$ cat src/rtl/product_drain_serializer_if.sv
// Handshake bundle between the multiplier output register, the product drain
// serializer and the downstream consumer of products and row sums.
// slave  : the serializer's view (takes the snapshot, drives the stream).
// master : the surrounding logic's view (offers the snapshot, accepts beats).
interface product_drain_serializer_if #(
  parameter int DIM_A     = 8,
  parameter int DIM_C     = 2,
  parameter int ACC_WIDTH = 12,
  parameter int SUM_WIDTH = ACC_WIDTH + $clog2(DIM_A)
);
  localparam int ROW_W = (DIM_C > 1) ? $clog2(DIM_C) : 1;
  localparam int COL_W = (DIM_A > 1) ? $clog2(DIM_A) : 1;

  // Snapshot side
  logic                                        load_valid;
  logic                                        load_ready;
  logic [DIM_C-1:0][DIM_A-1:0][ACC_WIDTH-1:0]  prod_in;

  // Stream side
  logic                                        out_valid;
  logic                                        out_ready;
  logic [ACC_WIDTH-1:0]                        out_data;
  logic [ROW_W-1:0]                            out_row;
  logic [COL_W-1:0]                            out_col;
  logic                                        out_last;
  logic [SUM_WIDTH-1:0]                        out_sum;
  logic                                        frame_done;

  modport slave (
    input  load_valid, prod_in, out_ready,
    output load_ready, out_valid, out_data, out_row, out_col,
           out_last, out_sum, frame_done
  );

  modport master (
    output load_valid, prod_in, out_ready,
    input  load_ready, out_valid, out_data, out_row, out_col,
           out_last, out_sum, frame_done
  );
endinterface

$ cat src/rtl/product_drain_serializer.sv
// Product drain serializer: snapshots the DIM_C x DIM_A product array from the
// multiplier output register in one cycle, then streams it row-major, one
// product per accepted beat, alongside a running per-row sum. The bus
// interface must be instantiated with the same parameters as this module.
module product_drain_serializer #(
  parameter int DIM_A     = 8,
  parameter int DIM_C     = 2,
  parameter int ACC_WIDTH = 12,
  parameter int SUM_WIDTH = ACC_WIDTH + $clog2(DIM_A)
) (
  input  logic                      clk,
  input  logic                      rst_n,
  product_drain_serializer_if.slave bus
);
  localparam int ROW_W = (DIM_C > 1) ? $clog2(DIM_C) : 1;
  localparam int COL_W = (DIM_A > 1) ? $clog2(DIM_A) : 1;
  localparam logic [ROW_W-1:0] ROW_LAST = ROW_W'(DIM_C - 1);
  localparam logic [COL_W-1:0] COL_LAST = COL_W'(DIM_A - 1);

  typedef enum logic {IDLE, DRAIN} state_t;
  typedef logic [DIM_C-1:0][DIM_A-1:0][ACC_WIDTH-1:0] prod_arr_t;

  state_t               state;
  logic                 load_ready_q;
  logic                 out_valid_q;
  logic                 frame_done_q;
  logic [ROW_W-1:0]     row_q;
  logic [COL_W-1:0]     col_q;
  logic [SUM_WIDTH-1:0] acc_q;
  prod_arr_t            snap_p0;

  logic [ACC_WIDTH-1:0] cur_prod;
  logic [SUM_WIDTH-1:0] cur_sum;
  logic                 col_last;
  logic                 row_last;
  logic                 accept;

  // Products are unsigned; widening is a plain zero extension. SUM_WIDTH
  // carries log2(DIM_A) guard bits, so a full row of maximum products fits.
  function automatic logic [SUM_WIDTH-1:0] zext_sum(input logic [ACC_WIDTH-1:0] p);
    return SUM_WIDTH'(p);
  endfunction

  function automatic logic [SUM_WIDTH-1:0] add_sum(input logic [SUM_WIDTH-1:0] a,
                                                   input logic [SUM_WIDTH-1:0] b);
    return a + b;
  endfunction

  // ---- stage p0: snapshot of the multiplier output register ----

  // Capture the whole array on the load handshake; contents are don't-care
  // until the first load, so no reset is needed here.
  always_ff @(posedge clk) begin
    if (load_ready_q && bus.load_valid) begin
      snap_p0 <= bus.prod_in;
    end
  end

  // ---- stream stage: beat selection from registered indices ----

  // Outputs depend only on registered state, so they are stable while stalled.
  // Gating with out_valid_q keeps the stream outputs at zero while idle.
  always_comb begin
    cur_prod = out_valid_q ? snap_p0[row_q][col_q] : '0;
    cur_sum  = add_sum(acc_q, zext_sum(cur_prod));
    col_last = (col_q == COL_LAST);
    row_last = (row_q == ROW_LAST);
    accept   = out_valid_q && bus.out_ready;
  end

  // Drain FSM: advances the row/column indices and row accumulator per beat.
  always_ff @(posedge clk) begin
    if (!rst_n) begin
      state        <= IDLE;
      load_ready_q <= 1'b1;
      out_valid_q  <= 1'b0;
      frame_done_q <= 1'b0;
      row_q        <= '0;
      col_q        <= '0;
      acc_q        <= '0;
    end else begin
      frame_done_q <= 1'b0;
      case (state)
        IDLE: begin
          if (bus.load_valid) begin
            state        <= DRAIN;
            load_ready_q <= 1'b0;
            out_valid_q  <= 1'b1;
            row_q        <= '0;
            col_q        <= '0;
            acc_q        <= '0;
          end
        end
        DRAIN: begin
          if (accept) begin
            if (col_last) begin
              acc_q <= '0;
              col_q <= '0;
              if (row_last) begin
                // Final beat of the frame: back to IDLE, indices parked at 0.
                row_q        <= '0;
                state        <= IDLE;
                load_ready_q <= 1'b1;
                out_valid_q  <= 1'b0;
                frame_done_q <= 1'b1;
              end else begin
                row_q <= row_q + 1'b1;
              end
            end else begin
              acc_q <= cur_sum;
              col_q <= col_q + 1'b1;
            end
          end
        end
        default: begin
          state        <= IDLE;
          load_ready_q <= 1'b1;
          out_valid_q  <= 1'b0;
        end
      endcase
    end
  end

  assign bus.load_ready = load_ready_q;
  assign bus.out_valid  = out_valid_q;
  assign bus.out_data   = cur_prod;
  assign bus.out_row    = row_q;
  assign bus.out_col    = col_q;
  assign bus.out_last   = out_valid_q && col_last;
  assign bus.out_sum    = cur_sum;
  assign bus.frame_done = frame_done_q;

endmodule

$ cat src/flat_wrapper.sv
// flat-port wrapper written by rule: the top's interface ports become plain ports
module product_drain_serializer_flat 
#(
  parameter int DIM_A     = 8,
  parameter int DIM_C     = 2,
  parameter int ACC_WIDTH = 12,
  parameter int SUM_WIDTH = ACC_WIDTH + $clog2(DIM_A)
)
  (clk, rst_n, bus_load_valid, bus_prod_in, bus_out_ready, bus_load_ready, bus_out_valid, bus_out_data, bus_out_row, bus_out_col, bus_out_last, bus_out_sum, bus_frame_done);
  product_drain_serializer_if #(.DIM_A(DIM_A), .DIM_C(DIM_C), .ACC_WIDTH(ACC_WIDTH), .SUM_WIDTH(SUM_WIDTH)) bus_i ();
  input  logic clk;
  input  logic rst_n;
  input wire logic [$bits(bus_i.load_valid)-1:0] bus_load_valid;
  input wire logic [$bits(bus_i.prod_in)-1:0] bus_prod_in;
  input wire logic [$bits(bus_i.out_ready)-1:0] bus_out_ready;
  output wire logic [$bits(bus_i.load_ready)-1:0] bus_load_ready;
  output wire logic [$bits(bus_i.out_valid)-1:0] bus_out_valid;
  output wire logic [$bits(bus_i.out_data)-1:0] bus_out_data;
  output wire logic [$bits(bus_i.out_row)-1:0] bus_out_row;
  output wire logic [$bits(bus_i.out_col)-1:0] bus_out_col;
  output wire logic [$bits(bus_i.out_last)-1:0] bus_out_last;
  output wire logic [$bits(bus_i.out_sum)-1:0] bus_out_sum;
  output wire logic [$bits(bus_i.frame_done)-1:0] bus_frame_done;
  assign bus_i.load_valid = bus_load_valid;
  assign bus_i.prod_in = bus_prod_in;
  assign bus_i.out_ready = bus_out_ready;
  assign bus_load_ready = bus_i.load_ready;
  assign bus_out_valid = bus_i.out_valid;
  assign bus_out_data = bus_i.out_data;
  assign bus_out_row = bus_i.out_row;
  assign bus_out_col = bus_i.out_col;
  assign bus_out_last = bus_i.out_last;
  assign bus_out_sum = bus_i.out_sum;
  assign bus_frame_done = bus_i.frame_done;
  product_drain_serializer #(.DIM_A(DIM_A), .DIM_C(DIM_C), .ACC_WIDTH(ACC_WIDTH), .SUM_WIDTH(SUM_WIDTH)) u_core (.clk(clk), .rst_n(rst_n), .bus(bus_i));
endmodule
$ cat config.mk
export PLATFORM = sky130hd
export DESIGN_NAME = product_drain_serializer_flat
export DESIGN_NICKNAME = d
export VERILOG_FILES = /design/src/rtl/product_drain_serializer_if.sv /design/src/rtl/product_drain_serializer.sv /design/src/flat_wrapper.sv
export SDC_FILE = /design/constraint.sdc
export NUM_CORES = 1
export LEC_CHECK = 0
export BUFFER_PORTS_ARGS = -buffer_cell sky130_fd_sc_hd__buf_2
export CORE_ASPECT_RATIO = 0.6
export CORE_MARGIN = 10
export CORE_UTILIZATION = 57
export CTS_CLUSTER_SIZE = 20
export DETAILED_ROUTE_END_ITERATION = 7
export PLACE_DENSITY = 0.87
export SLEW_MARGIN = 20
export SYNTH_ARGS = -nofsm -noshare
export SYNTH_HDL_FRONTEND = slang
export SYNTH_SLANG_ARGS = --single-unit
$ cat constraint.sdc
create_clock -name clk -period 10.3 [get_ports clk]
set_input_delay 3.09 -clock clk [delete_from_list [all_inputs] [get_ports clk]]
set_output_delay 3.09 -clock clk [all_outputs]
set_load 0.005 [all_outputs]
==> out/results.tsv <==
stage	metric	value	unit
floorplanning	ios	231	
synthesis	syn_avg_cell_area	19.14	um^2
cts	htree_levels	1	
synthesis	yosys_warnings	0	
cts	cts_tree	yes	
floorplanning	initial_core_util	59.25	%
global_route	grt_pass1_wl	33.07	mm
final_layout	area_growth	23.22	%
placement	port_buffers	230	
timing	min_period	7779	ps
timing	fin_tns_setup	0	ps
global_route	overflow	0	
route	vias	5287	
pwr	switching_share	20.86	%
global_route	grt_max_degree	95	
timing	setup_viol_count_final	0	
synthesis	netlist_instances	457	
worst_setup_path	crit_chain	buf_4 > mux4_2 > mux4_2 > and2_1 > ha_1 > and3_1 > a221oi_1 > o211ai_1 > a21oi_1 > xnor2_1 > buf_2	
route	antenna_left	0	
worst_setup_path	cp.required	7210	ps
cts	hold_buffers	0	
worst_setup_path	cp_num_cells	11	
timing	tightest_slew	1029	ps
route	drc	0	
cts	worstSkewPairLatency	490	ps
cts	ctsResizeCount	0	
cts	numCtsBuffers	21	
route	dr.pass1.iters	5	
pwr	total_power	0.001898	W
placement	preCtsSetupSlack	2739	ps
pwr	pwr-share-comb	6.4	%
route	first_iter_violations	501	
worst_setup_path	cp-start-kind	flop	
global_route	grt.busiest_layer	met2	
synthesis	synth_nets	668	
worst_setup_path	cp_top_family	multiplexers	
global_route	track_usage	20.46	%
worst_setup_path	critPathKind	flop to output pin	
global_route	met3_usage	6.258	%
worst_setup_path	cp.arrival	4690	ps
worst_setup_path	cpMaxStageDelayCell	dfxtp_2	
pwr	p_per_area	176.1	nW/um^2
worst_setup_path	crit_top_cell	mux4_2	
timing	clock.fmax	0.1286	GHz
final_layout	final_nets	907	
status	status	completed	
global_route	grt_pass1_vias	5827	
placement	place_congestion	0.8531	
final_layout	ff_latch_area	6231	um^2
pwr	seq_power_share	54.4	%
min_path	holdPathStages	2	
floorplanning	die_h	116.0	um
final_layout	n_fill_cell	887	
cts	path_clk_slew	60	ps
timing	maxSlewHeadroom	31.32	%
worst_setup_path	end_kind	output pin	
floorplanning	die_width	179.9	um
synthesis	netlist_area	8746	um^2
pwr	cellInternalPower	0.001502	W
global_route	use_met1	26.51	%
worst_setup_path	reg2reg_depth	11	
synthesis	synth_seq_cells	215	
placement	placed_cells	870	
synthesis	yosysSeqAreaShare	71.19	%
cts	cts.sinks	215	
min_path	hp-class	flop to flop	
synthesis	synthDistinctLibCells	41	
synthesis	synthFlopType	edfxtp_1	
synthesis	synth_edf_count	192	
cts	cts_root_buf	clkbuf_16	
final_layout	drive_gt1_share	46.69	%
cts	clk_path_buf_depth	3	
timing	drv_slew	0	
route	wl_per_cell	23.95	um
final_layout	fin_cells	910	
worst_setup_path	critical_path_buf_inv_count	2	
timing	fin_crit_sh	75.53	%
pwr	ir_drop	0.0001255	V
timing	hold_violations	0	
floorplanning	core-area	14760	um^2
global_route	met2_usage	34.12	%
pwr	cellLeakagePower	4.169	nW
global_route	antenna_found_initial	1	
pwr	power_switching	0.0003958	W
timing	fin_skew	13.88	ps
cts	postCtsSetupRepairBufs	0	
worst_setup_path	critPathMaxFanout	28	
route	routed_via_density	5.810	
floorplanning	num_rows	34	
run	cap_violations	0	
timing	fin_ws	2521	ps
timing	rsz0062_at_grt	false	
final_layout	multiInputGateArea	2395	um^2
worst_setup_path	slowest_delay	830	ps
pwr	pwr-share-clk	39.3	%
synthesis	synthArstFlopShare	0	%
placement	hpwl	15.57	mm
route	drt-total-wl	21.80	mm
floorplanning	die-area	20860	um^2
## per-stage QoR
stage / area [um^2] / utilization (%) / hold WS [ps]
6_report: 10780 / 73.00 / 488.0
3_5_place_dp: 10080 / 68.29 / 463.2
5_1_grt: 10770 / 72.99 / 502.2
3_3_place_gp: 10080 / 68.29 / 449.0
2_1_floorplan: 8746 / - / 435.6
4_1_cts: 10750 / 72.83 / 478.5
## state kept, by name (all words and copies together), names as in the netlist
| register | count |
|---|---|
| u_core.state | 1 |
| u_core.bus.frame_done | 1 |
| u_core.bus.load_ready | 1 |
| u_core.bus.out_valid | 1 |
| u_core.acc_q | 15 |
| u_core.snap_p0 | 192 |
| u_core.bus.out_row | 1 |
| u_core.bus.out_col | 3 |
## Yosys cell counts (all sizes together), types with 7 or more instances
cell	count	area, um^2
buf	12	75.07
mux4	60	1351
nor2	15	56.30
a21oi	19	95.09
ha	14	175.2
nand2	14	52.55
o21ai	9	45.04
nand3	12	60.06
edfxtp	192	5766
dfxtp	23	460.4
inv	7	26.28
and2	15	93.84
xnor2	8	70.07
clkbuf	7	26.28
## power groups by stage
stage / logic, W / clock network [W] / registers [W]
2_1_floorplan: 0.0000572 / 0 / 0.00105
3_3_place_gp: 0.000115 / 0 / 0.00105
3_5_place_dp: 0.000120 / 0 / 0.00105
4_1_cts: 0.000122 / 0.000760 / 0.00103
5_1_grt: 0.000131 / 0.000795 / 0.00104
6_report: 0.000121 / 0.000746 / 0.00103
## cells by family after synthesis
family	share of synthesized area [%]
adders and majority gates	2.232
and+or+nand+nor	4.321
buffers and inverters	1.459
AOI/OAI and AO/OA	3.691
xor gates and xnor gates	1.302
muxes	15.81
DFF	71.19
## final timing paths
| check | slack, ps | from | to |
|---|---|---|---|
| worst max-delay path | 2520 | u_core.bus.out_col[1] | bus_out_sum[12] |
| worst min-delay path | 490 | u_core.acc_q[14] | u_core.acc_q[14] |
| worst min register to register | 490 | u_core.acc_q[14] | u_core.acc_q[14] |
| worst max register to register | 6030 | u_core.bus.out_col[1] | u_core.acc_q[12] |
## metal layers
| layer | routed length, um | up-vias |
|---|---|---|
| li1 | - | 2341 |
| met1 | 8654 | 2599 |
| met2 | 10460 | 311 |
| met3 | 2324 | 36 |
| met4 | 354 | 0 |
| met5 | 0 | - |
## cells in the final DEF, fill, tap and decap left out, types with 3 or more instances in the layout
master / netlist / final
buf_2: 3 / 230
edfxtp_1: 192 / 192
mux4_2: 60 / 60
clkbuf_16: 0 / 21
dfxtp_1: 23 / 21
a21oi_1: 19 / 19
nor2_1: 15 / 15
and2_1: 15 / 14
nand2_1: 14 / 14
ha_1: 14 / 14
nand3_1: 12 / 12
xnor2_1: 8 / 8
inv_1: 7 / 7
o21ai_0: 7 / 7
a21o_1: 5 / 5
and3_1: 5 / 5
nor3_1: 5 / 5
xor2_1: 5 / 5
a22o_1: 5 / 5
clkinv_2: 0 / 5
a22oi_1: 4 / 4
clkbuf_1: 7 / 4
or3_1: 3 / 3
clkinv_1: 0 / 3
buf_4: 5 / 3
## tightest hold or removal path, delay by kind of cell, from the launching register on
kind / cells / cell delay [ps]
buffers and inverters: 1 / 60
AOI/OAI and AO/OA: 1 / 60
DFF: 1 / 320
## final cells by class
type,instances,share of cell area (%)
Sequential cell,215,57.82
Multi-Input combinational cell,216,22.22
Timing Repair Buffer,235,11.18
Clock buffer,25,5.016
Tap cell,198,2.299
Clock inverter,13,1.196
Inverter,7,0.2438
Antenna cell,1,0.02322
(Power assumes the default switching activity.)
